--- src/rtl/prog_ram_loader.sv ---
// prog_ram_loader: writable 16x8 TD4 program store with a valid/ready byte loader.
// Start clears every word, then accepts up to 16 bytes, ending on WrLast or the top address.
// The CPU is held in reset until a load has completed.
module prog_ram_loader #(
    parameter int unsigned ADDR_W = 4,
    parameter int unsigned DATA_W = 8
) (
    input  logic              CLK,
    input  logic              Reset,
    input  logic              Start,
    input  logic [DATA_W-1:0] WrData,
    input  logic              WrValid,
    input  logic              WrLast,
    output logic              WrReady,
    input  logic [ADDR_W-1:0] In,
    output logic [DATA_W-1:0] Out,
    output logic              CpuReset,
    output logic              Loading,
    output logic              Done,
    output logic [ADDR_W:0]   ByteCount
);

    localparam int Depth = 1 << ADDR_W;

    typedef enum logic [1:0] {StIdle, StClear, StLoad, StDone} state_e;

    state_e            state_q, state_d;
    logic [DATA_W-1:0] mem_q [Depth];
    logic [ADDR_W-1:0] addr_q, addr_d;
    logic [ADDR_W:0]   count_q, count_d;
    logic              we;
    logic [DATA_W-1:0] wdata;
    logic              addr_last;

    assign addr_last = (addr_q == {ADDR_W{1'b1}});

    // Next-state, write-enable and address/count sequencing.
    always_comb begin
        state_d = state_q;
        addr_d  = addr_q;
        count_d = count_q;
        we      = 1'b0;
        wdata   = WrData;
        unique case (state_q)
            StIdle: begin
                if (Start) begin
                    state_d = StClear;
                    addr_d  = '0;
                    count_d = '0;
                end
            end
            StClear: begin
                // Zero one word per cycle; the top address hands over to LOAD.
                we     = 1'b1;
                wdata  = '0;
                addr_d = addr_q + 1'b1;
                if (addr_last) begin
                    state_d = StLoad;
                    addr_d  = '0;
                end
            end
            StLoad: begin
                if (WrValid) begin
                    we      = 1'b1;
                    addr_d  = addr_q + 1'b1;
                    count_d = count_q + 1'b1;
                    // The top address ends the load so address 0 is never overwritten.
                    if (WrLast || addr_last) begin
                        state_d = StDone;
                    end
                end
            end
            StDone: begin
                if (Start) begin
                    state_d = StClear;
                    addr_d  = '0;
                    count_d = '0;
                end
            end
            default: state_d = StIdle;
        endcase
    end

    // State, address, count and memory registers; synchronous reset clears memory too.
    always_ff @(posedge CLK) begin
        if (Reset) begin
            state_q <= StIdle;
            addr_q  <= '0;
            count_q <= '0;
            for (int i = 0; i < Depth; i++) begin
                mem_q[i] <= '0;
            end
        end else begin
            state_q <= state_d;
            addr_q  <= addr_d;
            count_q <= count_d;
            if (we) begin
                mem_q[addr_q] <= wdata;
            end
        end
    end

    // Output decodes from registered state; the read port is purely combinational.
    always_comb begin
        WrReady   = (state_q == StLoad);
        Loading   = (state_q == StClear) || (state_q == StLoad);
        Done      = (state_q == StDone);
        CpuReset  = (state_q != StDone);
        ByteCount = count_q;
        Out       = mem_q[In];
    end

endmodule

--- config.mk ---
export PLATFORM = sky130hd
export DESIGN_NAME = prog_ram_loader
export DESIGN_NICKNAME = d
export VERILOG_FILES = /design/src/rtl/prog_ram_loader.sv
export SDC_FILE = /design/constraint.sdc
export NUM_CORES = 1
export LEC_CHECK = 0
export CAP_MARGIN = 40
export CELL_PAD_IN_SITES_DETAIL_PLACEMENT = 0
export CELL_PAD_IN_SITES_GLOBAL_PLACEMENT = 2
export CORE_UTILIZATION = 30
export DETAILED_ROUTE_END_ITERATION = 7
export MAX_ROUTING_LAYER = met4
export PLACE_DENSITY_LB_ADDON = 0.1
export SETUP_SLACK_MARGIN = 0.15
export SYNTH_ARGS = -nofsm -noshare
export SYNTH_HDL_FRONTEND = slang
export SYNTH_SLANG_ARGS = --single-unit
--- constraint.sdc ---
create_clock -name CLK -period 4.4 [get_ports CLK]
set_input_delay 0.88 -clock CLK [delete_from_list [all_inputs] [get_ports CLK]]
set_output_delay 0.88 -clock CLK [all_outputs]
set_load 0.005 [all_outputs]
After elaboration in Yosys (flattened, before gate mapping)
Memory sizes are Yosys's and may differ from the RTL's.
Index checks and enable logic that the tools add are counted.
W data, S select, Z words.
- register bits after elaboration: 11
- bits in writable memories: 128
- output and inout bits: 17
- logic and storage cells: 47
- memories: 1
- $add $sub $neg: 2
- equality and inequality tests: 9
- multiplexer cells: 23
- reductions and logical operators: 9
- memories (name ; words ; bits a word ; rd ports ; clocked after memory_dff ; wr ports ; line ; RTL):
    mem_q ; 16 ; 8 ; 1 ; 0 ; 16 ; 28 ; logic [DATA_W-1:0] mem_q [Depth];
- operators by type and width (operator ; count):
    $mux W4 ; 4
    $mux W8 ; 2
    $pmux W4 S3 ; 1
    $mux W5 ; 2
    $pmux W5 S2 ; 1
    $mux W2 ; 4
    $reduce_or A8 Y1 ; 1
    $mux W1 ; 7
    $ne A2 B2 Y1 const B ; 3
    $pmux W2 S3 ; 1
    $add A5 B1 Y5 const B ; 1
    $add A4 B1 Y4 const B ; 1
    $eq A2 B2 Y1 const B ; 2
    $eq A4 B4 Y1 const B ; 1
    $ne A2 B1 Y1 const B ; 2
    $reduce_and A4 Y1 ; 1
    $reduce_and A3 Y1 ; 1
    $eq A2 B1 Y1 const B ; 1
    $logic_not A2 Y1 ; 1
    $logic_or A1 B1 Y1 ; 2
    $pmux W1 S2 ; 1
    $reduce_and A2 Y1 ; 1
    $reduce_bool A2 Y1 ; 1
    $reduce_or A2 Y1 ; 1

Depth between registers and ports, before layout
Gate-level depths: netlist of the first run.
- word-level depth: 7
- depth in mapped cells: 7

Least setup slack after synthesis of the first run
Ideal clock, no wire load.
- path type: input port to output port
- start point: input In[0]
- end point: output Out[5]
- arrival: 1927 ps
- data required time: 3520 ps
- setup slack: 1593 ps
- cell stages on the path: 5
- cell sequence: buf_6 -> buf_6 -> mux4_1 -> a22oi_1 -> nand2_1
- word-level cells in the longest chain between the ends: 1
- RTL lines (item ; line ; RTL):
    start, declared ; 15 ; input logic [ADDR_W-1:0] In,
    $mem_v2 Z16 W8 ; - ;
    end, declared ; 16 ; output logic [DATA_W-1:0] Out,
No other way between the ends.

Worst setup path in the final report of the first run
- start point: input In[1]
- end point: output Out[6]
Same word-level chain as after synthesis.

==> flow_metrics.env, run 1 <==
export IMPL_synth_top_area_frac=0.5924
export IMPL_crit_path_end_kind="primary output"
export IMPL_cts_path_max_buffers=2
export IMPL_synth_fa_ha_area_frac=0.01735
export IMPL_grt_first_pass_wirelength_um=27680
export IMPL_p_leak_nw=2.631
export IMPL_cts_sinks=139
export IMPL_fin_crit_ps=3707
export IMPL_setup_viol=0
export IMPL_worstMarginPinSlew_ps=845.3
export IMPL_syn_nets=523
export IMPL_async_flop_share=0
export IMPL_portBuffers=33
export IMPL_maxCapViolations=0
export IMPL_whs_ps=507.1
export IMPL_cts_resized=0
export IMPL_dieArea_um2=22220
export IMPL_synth_area_leaders="edfxtp_1, nor2_1, mux4_1, mux4_2, dfxtp_1"
export IMPL_start_util=0.3077
export IMPL_cp_slowest_stage_delay_ps=510
export IMPL_yosys_area_top_type="edfxtp_1"
export IMPL_core_area_um2=21090
export IMPL_hold_end="ByteCount[4]"
export IMPL_syn_area_per_cell_um2=13.06
export IMPL_die_width_um=149.1
export IMPL_synthTopCellsByCount="nor2_1, edfxtp_1, nand2_1"
export IMPL_worst_path_stages=6
export IMPL_timing_rr_start="state_q[0]"
export IMPL_min_delay_start="ByteCount[4]"
export IMPL_synth_compound_area_share=0.05881
export IMPL_synth_mux_area_fraction=0.1213
export IMPL_synth_top_family_by_area="simple AND/OR/NAND/NOR gates"
export IMPL_worstPathArrival_ps=2830
export IMPL_grt_overflow=0
export IMPL_dp_cells=795
export IMPL_holdCritPathClass="reg2reg"
export IMPL_syn_cell_area_um2=6489
export IMPL_r2r_end="mem_q[13][3]"
export IMPL_drcViolationCount=0
export IMPL_finalSetupTns_ps=0
export IMPL_routed_wl_um=18210
export IMPL_grt_pass1_vias=4255
export IMPL_core_rowCount=53
export IMPL_p_per_area_nw_per_um2=448.3
export IMPL_path_class="in2out"
export IMPL_ys_seq_area_frac=0.6263
export IMPL_ys_warn_count=0
export IMPL_r2r_slack_ps=1840
export IMPL_rsz0062_at_grt="no"
export IMPL_cts_tree="built"
export IMPL_synth_cell_types=39
export IMPL_critPathMaxFanout=32
export IMPL_ys_ff_latch=139
export IMPL_die_h_um=149.1
export IMPL_wl_per_cell_um=22.02
export IMPL_path_cells="clkdlybuf4s50_1, buf_12, mux4_2, a22oi_1, nand2_1, clkdlybuf4s50_1"
export IMPL_critPathLaunchType="primary input"
export IMPL_finalPower_mw=3.477
export IMPL_clkTransAtPathRegs_ps=60
export IMPL_place_gp_congestion=0.7437
export IMPL_skew_ps=10.80
export IMPL_timing_final_hold_violations=0
export IMPL_crit_family="buffers and inverters"
export IMPL_r2r_cells=6
export IMPL_synthSimpleGateAreaFrac=0.1433
export IMPL_place_hpwl_um=12170
export IMPL_viasPerCell=4.947
export IMPL_cp_required_ps=3520
export IMPL_grt_usage=0.1822
export IMPL_crit_buf_inv=3
export IMPL_ys_flop_type="edfxtp_1"
export IMPL_num_antenna_cells=0
export IMPL_synthCells=497
export IMPL_slew_violations=0
export IMPL_layout_drive_gt1_share=0.1522
export IMPL_crit_top_cell="clkdlybuf4s50_1"
export IMPL_synth_most_common_cell="nor2_1"
export IMPL_pin_count=34
export IMPL_detailedRoute_firstIterationViolations=293
export IMPL_grt_max_degree=33
export IMPL_htree_levels=4
export IMPL_cts_buffers=17
export IMPL_slew_headroom=0.4353
export IMPL_detail_route_antenna_nets=0
export IMPL_synth_edf_count=128
export IMPL_drt_pass1_iterations=5
export IMPL_max_freq_mhz=269.8
export IMPL_postLayoutCellArea_um2=7757
export IMPL_post_route_period_util=0.8424
export IMPL_outcome="completed"
export IMPL_synthToLayoutAreaGrowth_pct=19.55
export IMPL_antenna_found_initial=0
export IMPL_vias=4091
export IMPL_final_net_count=565
export IMPL_cpMaxStageDelayCell="clkdlybuf4s50_1"
export IMPL_fillers=2063
export IMPL_postPlaceCellArea_um2=7206
export IMPL_cts_setup_buffers=0
export IMPL_clockRootBuffer="clkbuf_16"
export IMPL_clk_latency_ps=420
export IMPL_synth_xor_area_frac=0.002700
export IMPL_instances_no_fill=827
export IMPL_hold_buffers=0
export IMPL_vdd_ir_drop_max_v=0.0002762
export IMPL_min_path_cells=2
state kept, by name (all words and copies together) (netlist names):
name,cells
addr_q,4
ByteCount,5
state_q,2
mem_q,128
cell type report:
type / count / area (µm²) / area share
multi-input cells: 317 / 2228 / 0.2873
well taps: 275 / 344.1 / 0.04435
flip-flops and latches: 139 / 4064 / 0.5239
clock inverters: 14 / 122.6 / 0.01581
inverters: 7 / 26.28 / 0.003387
clock buffers: 18 / 429.2 / 0.05532
repair buffers: 57 / 543.0 / 0.07000
worst min-delay path: cells and delay by family, from the launching register on:
family             cells  cell delay (ps)
DFF                    1              320
AOI/OAI and AO/OA      2              140
power by group:
| group | switching, mW | leakage (nW) | internal (mW) | total, mW |
|---|---|---|---|---|
| sequential | 0.0324 | 1.41 | 1.51 | 1.54 |
| combinational | 0.376 | 0.960 | 0.211 | 0.587 |
| clock | 0.571 | 0.260 | 0.777 | 1.35 |
| total | 0.980 | 2.63 | 2.50 | 3.48 |
worst max path at each step:
stage | slack (ps) | end | startpoint
floorplan | 1590 | Out[5] | In[0]
global placement | 650 | Out[1] | In[0]
detailed placement | 640 | Out[0] | In[0]
CTS | 640 | Out[1] | In[0]
global route | 560 | Out[0] | In[0]
finish | 690 | Out[6] | In[1]
kinds of logic (layout without fill, tap and decap cells):
kind of cell / Yosys count / in the layout
AO/OA/AOI/OAI: 53 / 53
flip-flops: 139 / 139
adder cells (fa/ha/maj): 9 / 9
multiplexers: 33 / 33
buffers and inverters: 41 / 96
XOR/XNOR: 2 / 2
AND/OR/NAND/NOR: 220 / 220
routing by layer:
| layer | global-route usage | vias to the layer above | share of wire |
|---|---|---|---|
| met5 | - | - | 0 |
| met4 | 0.05510 | 0 | 0.012 |
| met3 | 0.03486 | 13 | 0.030 |
| met2 | 0.2879 | 82 | 0.49 |
| met1 | 0.2371 | 2096 | 0.47 |
| li1 | - | 1900 | - |
through the flow:
stage,util,worst slack [ps]
2_1_floorplan,-,1593
3_3_place_gp,0.3413,653.5
3_5_place_dp,0.3417,639.0
4_1_cts,0.3679,643.1
5_1_grt,0.3679,564.1
6_report,0.3679,693.4
cell usage in the layout, fill, tap and decap left out, drive strengths merged, types with 7 or more instances in the layout:
cell	n
nand2	51
a21oi	9
clkdlybuf4s50	32
dfxtp	11
nor2	138
clkinv	7
ha	9
nor2b	13
buf	25
clkbuf	18
a22oi	17
mux4	32
o21bai	12
edfxtp	128
inv	9
Power figures use the tool's default switching activity.
==> run 2: changes to the inputs <==
Clock period 4.4 ns to 3.1 ns, I/O delays scaled along.
==> flow_metrics.env, run 2 (same netlist as run 1, synthesis figures left out) <==
export IMPL_timing_rr_start="state_q[0]"
export IMPL_num_antenna_cells=0
export IMPL_layout_commonest_cell="nor2_1"
export IMPL_instances_no_fill=845
export IMPL_combPwrFrac=0.182
export IMPL_cp_required_ps=2480
export IMPL_cts_setup_buffers=0
export IMPL_seqPwrFrac=0.441
export IMPL_synthToLayoutAreaGrowth_pct=23.58
export IMPL_layout_common_cells="nor2_1, edfxtp_1, nand2_1, buf_4, clkdlybuf4s50_1"
export IMPL_fin_ws_ps=207.4
export IMPL_place_gp_congestion=0.7304
export IMPL_grt_pass1_vias=4374
export IMPL_rsz0062_at_grt="no"
export IMPL_die_h_um=149.1
export IMPL_post_route_period_util=0.9331
export IMPL_min_delay_start="ByteCount[4]"
export IMPL_p_leak_nw=2.754
export IMPL_portBuffers=33
export IMPL_postPlaceCellArea_um2=7343
export IMPL_cts_buffers=17
export IMPL_dp_cells=810
export IMPL_critPathMaxFanout=7
export IMPL_fin_util=0.3803
export IMPL_seqCellArea_um2=4064
export IMPL_vdd_ir_drop_max_v=0.0003833
export IMPL_dieArea_um2=22220
export IMPL_core_rowCount=53
export IMPL_multiInputGateArea_um2=2272
export IMPL_skew_ps=15.74
export IMPL_maxCapViolations=0
export IMPL_pin_count=34
export IMPL_largest_register_ffs=128
export IMPL_clockRootBuffer="clkbuf_16"
export IMPL_cts_path_max_buffers=2
export IMPL_detail_route_antenna_nets=0
export IMPL_slew_headroom=0.4747
export IMPL_timing_final_hold_violations=0
export IMPL_postLayoutCellArea_um2=8019
export IMPL_top_register="mem_q"
export IMPL_cts_tree="built"
export IMPL_slew_violations=0
export IMPL_grt_usage=0.1824
export IMPL_detailedRoute_firstIterationViolations=302
export IMPL_fin_crit_ps=2893
export IMPL_worstMarginPinSlew_ps=786.3
export IMPL_min_path_cells=2
export IMPL_drcViolationCount=0
export IMPL_start_util=0.3077
export IMPL_p_int_mw=3.580
export IMPL_die_width_um=149.1
export IMPL_cts_sinks=139
export IMPL_place_hpwl_um=12400
export IMPL_drt_pass1_iterations=4
export IMPL_final_net_count=583
export IMPL_wl_per_cell_um=22.16
export IMPL_p_per_area_nw_per_um2=618.3
export IMPL_pwr_share_clk=0.376
export IMPL_layout_drive_gt1_share=0.2053
export IMPL_routed_wl_um=18720
export IMPL_fillers=2073
export IMPL_grt_overflow=0
export IMPL_htree_levels=4
export IMPL_vias=4167
export IMPL_crit_start="In[1]"
export IMPL_r2r_cells=6
export IMPL_crit_path_end_kind="primary output"
export IMPL_holdCritPathClass="reg2reg"
export IMPL_clk_latency_ps=420
export IMPL_switching_share=0.2779
export IMPL_critPathLaunchType="primary input"
export IMPL_antenna_found_initial=0
export IMPL_grt_first_pass_wirelength_um=27700
export IMPL_viasPerCell=4.931
export IMPL_finalSetupTns_ps=0
export IMPL_setup_viol=0
export IMPL_core_area_um2=21090
export IMPL_p_sw_mw=1.378
export IMPL_dp_slack_ps=-236.2
export IMPL_worstPathArrival_ps=2270
export IMPL_grt_max_degree=26
export IMPL_max_freq_mhz=345.7
export IMPL_outcome="completed"
export IMPL_clkTransAtPathRegs_ps=70
export IMPL_path_class="in2out"
## run 2: changes by cell type in the layout (fill, tap and decap cells not counted), moves of 3 or more
| cell | change |
|---|---|
| a22oi_1 | -11 |
| a22oi_2 | +11 |
| buf_4 | +11 |
| buf_6 | +3 |
| clkdlybuf4s50_1 | -4 |
| clkinv_1 | +3 |
| mux4_1 | -5 |
| mux4_2 | +5 |
## run 2: metal layers
| metal | GRT usage | up-vias | share of wire |
|---|---|---|---|
| met4 | 0.04745 | 0 | 0.0090 |
| met1 | 0.2422 | 2135 | 0.47 |
| met3 | 0.02752 | 12 | 0.025 |
| li1 | - | 1936 | - |
| met2 | 0.2919 | 84 | 0.49 |
| met5 | - | - | 0 |
## run 2: through the flow
stage,power [mW],hold WS [ps]
6_report,4.958,491.0
4_1_cts,4.992,494.1
5_1_grt,5.153,547.5
3_3_place_gp,3.109,478.6
2_1_floorplan,2.715,471.8
3_5_place_dp,3.115,484.7
## run 2: worst paths after layout
kind,endpoint,slack [ps]
worst min-delay path,ByteCount[4],490
worst max register to register,mem_q[9][7],610
worst max-delay path,Out[6],210
worst min register to register,ByteCount[4],490
## run 2: area by class of cell
class | count | share of cell area
sequential | 139 | 0.5068
multi-input combinational | 317 | 0.2834
timing repair buffer | 75 | 0.09705
clock buffer | 18 | 0.05352
tap | 275 | 0.04291
clock inverter | 14 | 0.01311
inverter | 7 | 0.003277
## run 2: power groups by stage
stage,Clock [mW],Sequential (mW),Combinational (mW)
floorplan,0,2.21,0.504
global placement,0,2.22,0.885
detailed placement,0,2.23,0.887
CTS,1.89,2.19,0.910
global route,1.97,2.20,0.983
finish,1.87,2.19,0.904
## run 2: critical path, stage by stage
cell	delay, ps
buf_2	220
bufbuf_16	320
mux4_2	320
a22oi_1	240
nand2_1	90
clkdlybuf4s50_1	450
## run 2: repair_timing
action | 4_1_cts | 5_1_grt
pin swaps | 2 | 0
setup endpoints to repair | 8 | 7
gates cloned | 2 | 1
gates resized for setup | 18 | 13
hold buffers | 0 | 0
==> run 3: changes to the inputs <==
Settings changed: CORE_UTILIZATION 30 to 38, GPL_TIMING_DRIVEN from default to 0.
==> flow_metrics.env, run 3 (same netlist as run 1, synthesis figures left out) <==
export IMPL_outcome="completed"
export IMPL_antenna_found_initial=0
export IMPL_clk_latency_ps=420
export IMPL_critPathMaxFanout=10
export IMPL_layout_drive_gt1_share=0.1902
export IMPL_slew_violations=0
export IMPL_p_leak_nw=2.697
export IMPL_fillers=1517
export IMPL_grt_first_pass_wirelength_um=26310
export IMPL_die_width_um=132.7
export IMPL_dp_cells=761
export IMPL_die_h_um=132.7
export IMPL_wl_per_cell_um=21.96
export IMPL_instances_no_fill=793
export IMPL_cts_sinks=139
export IMPL_cp_required_ps=2480
export IMPL_crit_path_end_kind="primary output"
export IMPL_crit_start="In[0]"
export IMPL_detail_route_antenna_nets=0
export IMPL_max_freq_mhz=343.4
export IMPL_vdd_ir_drop_max_v=0.0003636
export IMPL_grt_pass1_vias=4307
export IMPL_setup_viol=0
export IMPL_start_util=0.3899
export IMPL_portBuffers=31
export IMPL_cts_path_max_buffers=2
export IMPL_drt_pass1_iterations=5
export IMPL_slew_headroom=0.4302
export IMPL_whs_ps=494.8
export IMPL_detailedRoute_firstIterationViolations=301
export IMPL_worstPathArrival_ps=2290
export IMPL_timing_rr_start="state_q[0]"
export IMPL_place_hpwl_um=12000
export IMPL_rsz0062_at_grt="yes"
export IMPL_clkTransAtPathRegs_ps=60
export IMPL_final_net_count=586
export IMPL_dieArea_um2=17600
export IMPL_path_class="in2out"
export IMPL_p_per_area_nw_per_um2=650.0
export IMPL_pin_count=34
export IMPL_grt_usage=0.2169
export IMPL_htree_levels=4
export IMPL_vias=4231
export IMPL_grt_max_degree=17
export IMPL_cts_setup_buffers=0
export IMPL_finalPower_mw=5.099
export IMPL_maxCapViolations=0
export IMPL_cts_buffers=17
export IMPL_endpoint="Out[1]"
export IMPL_timing_final_hold_violations=0
export IMPL_skew_ps=5.819
export IMPL_clockRootBuffer="clkbuf_16"
export IMPL_critPathLaunchType="primary input"
export IMPL_cts_tree="built"
export IMPL_r2r_cells=7
export IMPL_num_antenna_cells=0
export IMPL_top_register="mem_q"
export IMPL_viasPerCell=5.335
export IMPL_postLayoutCellArea_um2=7845
export IMPL_post_route_period_util=0.9395
export IMPL_r2r_slack_ps=520
export IMPL_layout_common_cells="nor2_1, edfxtp_1, nand2_1, clkdlybuf4s50_1, mux4_2"
export IMPL_core_rowCount=47
export IMPL_core_area_um2=16640
export IMPL_fin_crit_ps=2912
export IMPL_synthToLayoutAreaGrowth_pct=20.90
export IMPL_worstMarginPinSlew_ps=853.0
export IMPL_layout_commonest_cell="nor2_1"
export IMPL_drcViolationCount=0
export IMPL_routed_wl_um=17420
export IMPL_postPlaceCellArea_um2=7172
export IMPL_hold_buffers=0
export IMPL_fin_ws_ps=187.7
export IMPL_largest_register_ffs=128
export IMPL_place_gp_congestion=0.7466
export IMPL_grt_overflow=0
export IMPL_holdCritPathClass="reg2reg"
export IMPL_dp_slack_ps=-755.2
export IMPL_r2r_end="mem_q[6][0]"
[run 3: power by group]
part	switching [mW]	internal, mW
logic	0.540	0.312
registers	0.0467	2.14
clock network	0.795	1.26
[run 3: worst min path at each step]
stage / start / endpoint / slack, ps / cells past startpoint
after global placement: ByteCount[4] / ByteCount[4] / 470 / 2
after detailed placement: ByteCount[4] / ByteCount[4] / 490 / 2
after CTS: ByteCount[4] / ByteCount[4] / 500 / 2
after global routing: ByteCount[4] / ByteCount[4] / 540 / 2
after floorplan: ByteCount[4] / ByteCount[4] / 470 / 2
final: ByteCount[4] / ByteCount[4] / 490 / 2
[run 3: what timing repair did]
action / 4_1_cts / 5_1_grt
gates resized for setup: 22 / 16
hold endpoints to repair: 0 / 0
pin swaps: 1 / 0
endpoints found under the setup margin: 8 / 8
[run 3: per-stage QoR]
step	util	setup TNS, ps
floorplan	-	0
global placement	0.4251	-9391
detailed placement	0.4309	-5356
CTS	0.4689	0
global route	0.4714	0
finish	0.4714	0
[run 3: per-layer routing]
layer  wire (µm)  track usage  vias to the layer above
met5           0            -                        -
met4         303      0.06705                        0
met3         702      0.04138                       15
met2        8802       0.3523                       97
met1        7606       0.2753                     2177
li1            -            -                     1942
[run 3: worst max-delay path, stage by stage]
cell,delay (ps)
buf_6,110
buf_8,180
mux4_1,590
a22oi_2,250
nand2_1,80
clkdlybuf4s50_1,450
[run 3: area by class of cell]
class	instances	area [µm²]	share of cell area
Buffer	34	215.2	0.02743
Clock buffer	17	425.4	0.05423
Clock inverter	15	173.9	0.02217
Inverter	7	26.28	0.003349
Multi-Input combinational cell	317	2251	0.2869
Sequential cell	139	4064	0.5180
Tap cell	220	275.3	0.03509
Timing Repair Buffer	44	414.1	0.05279
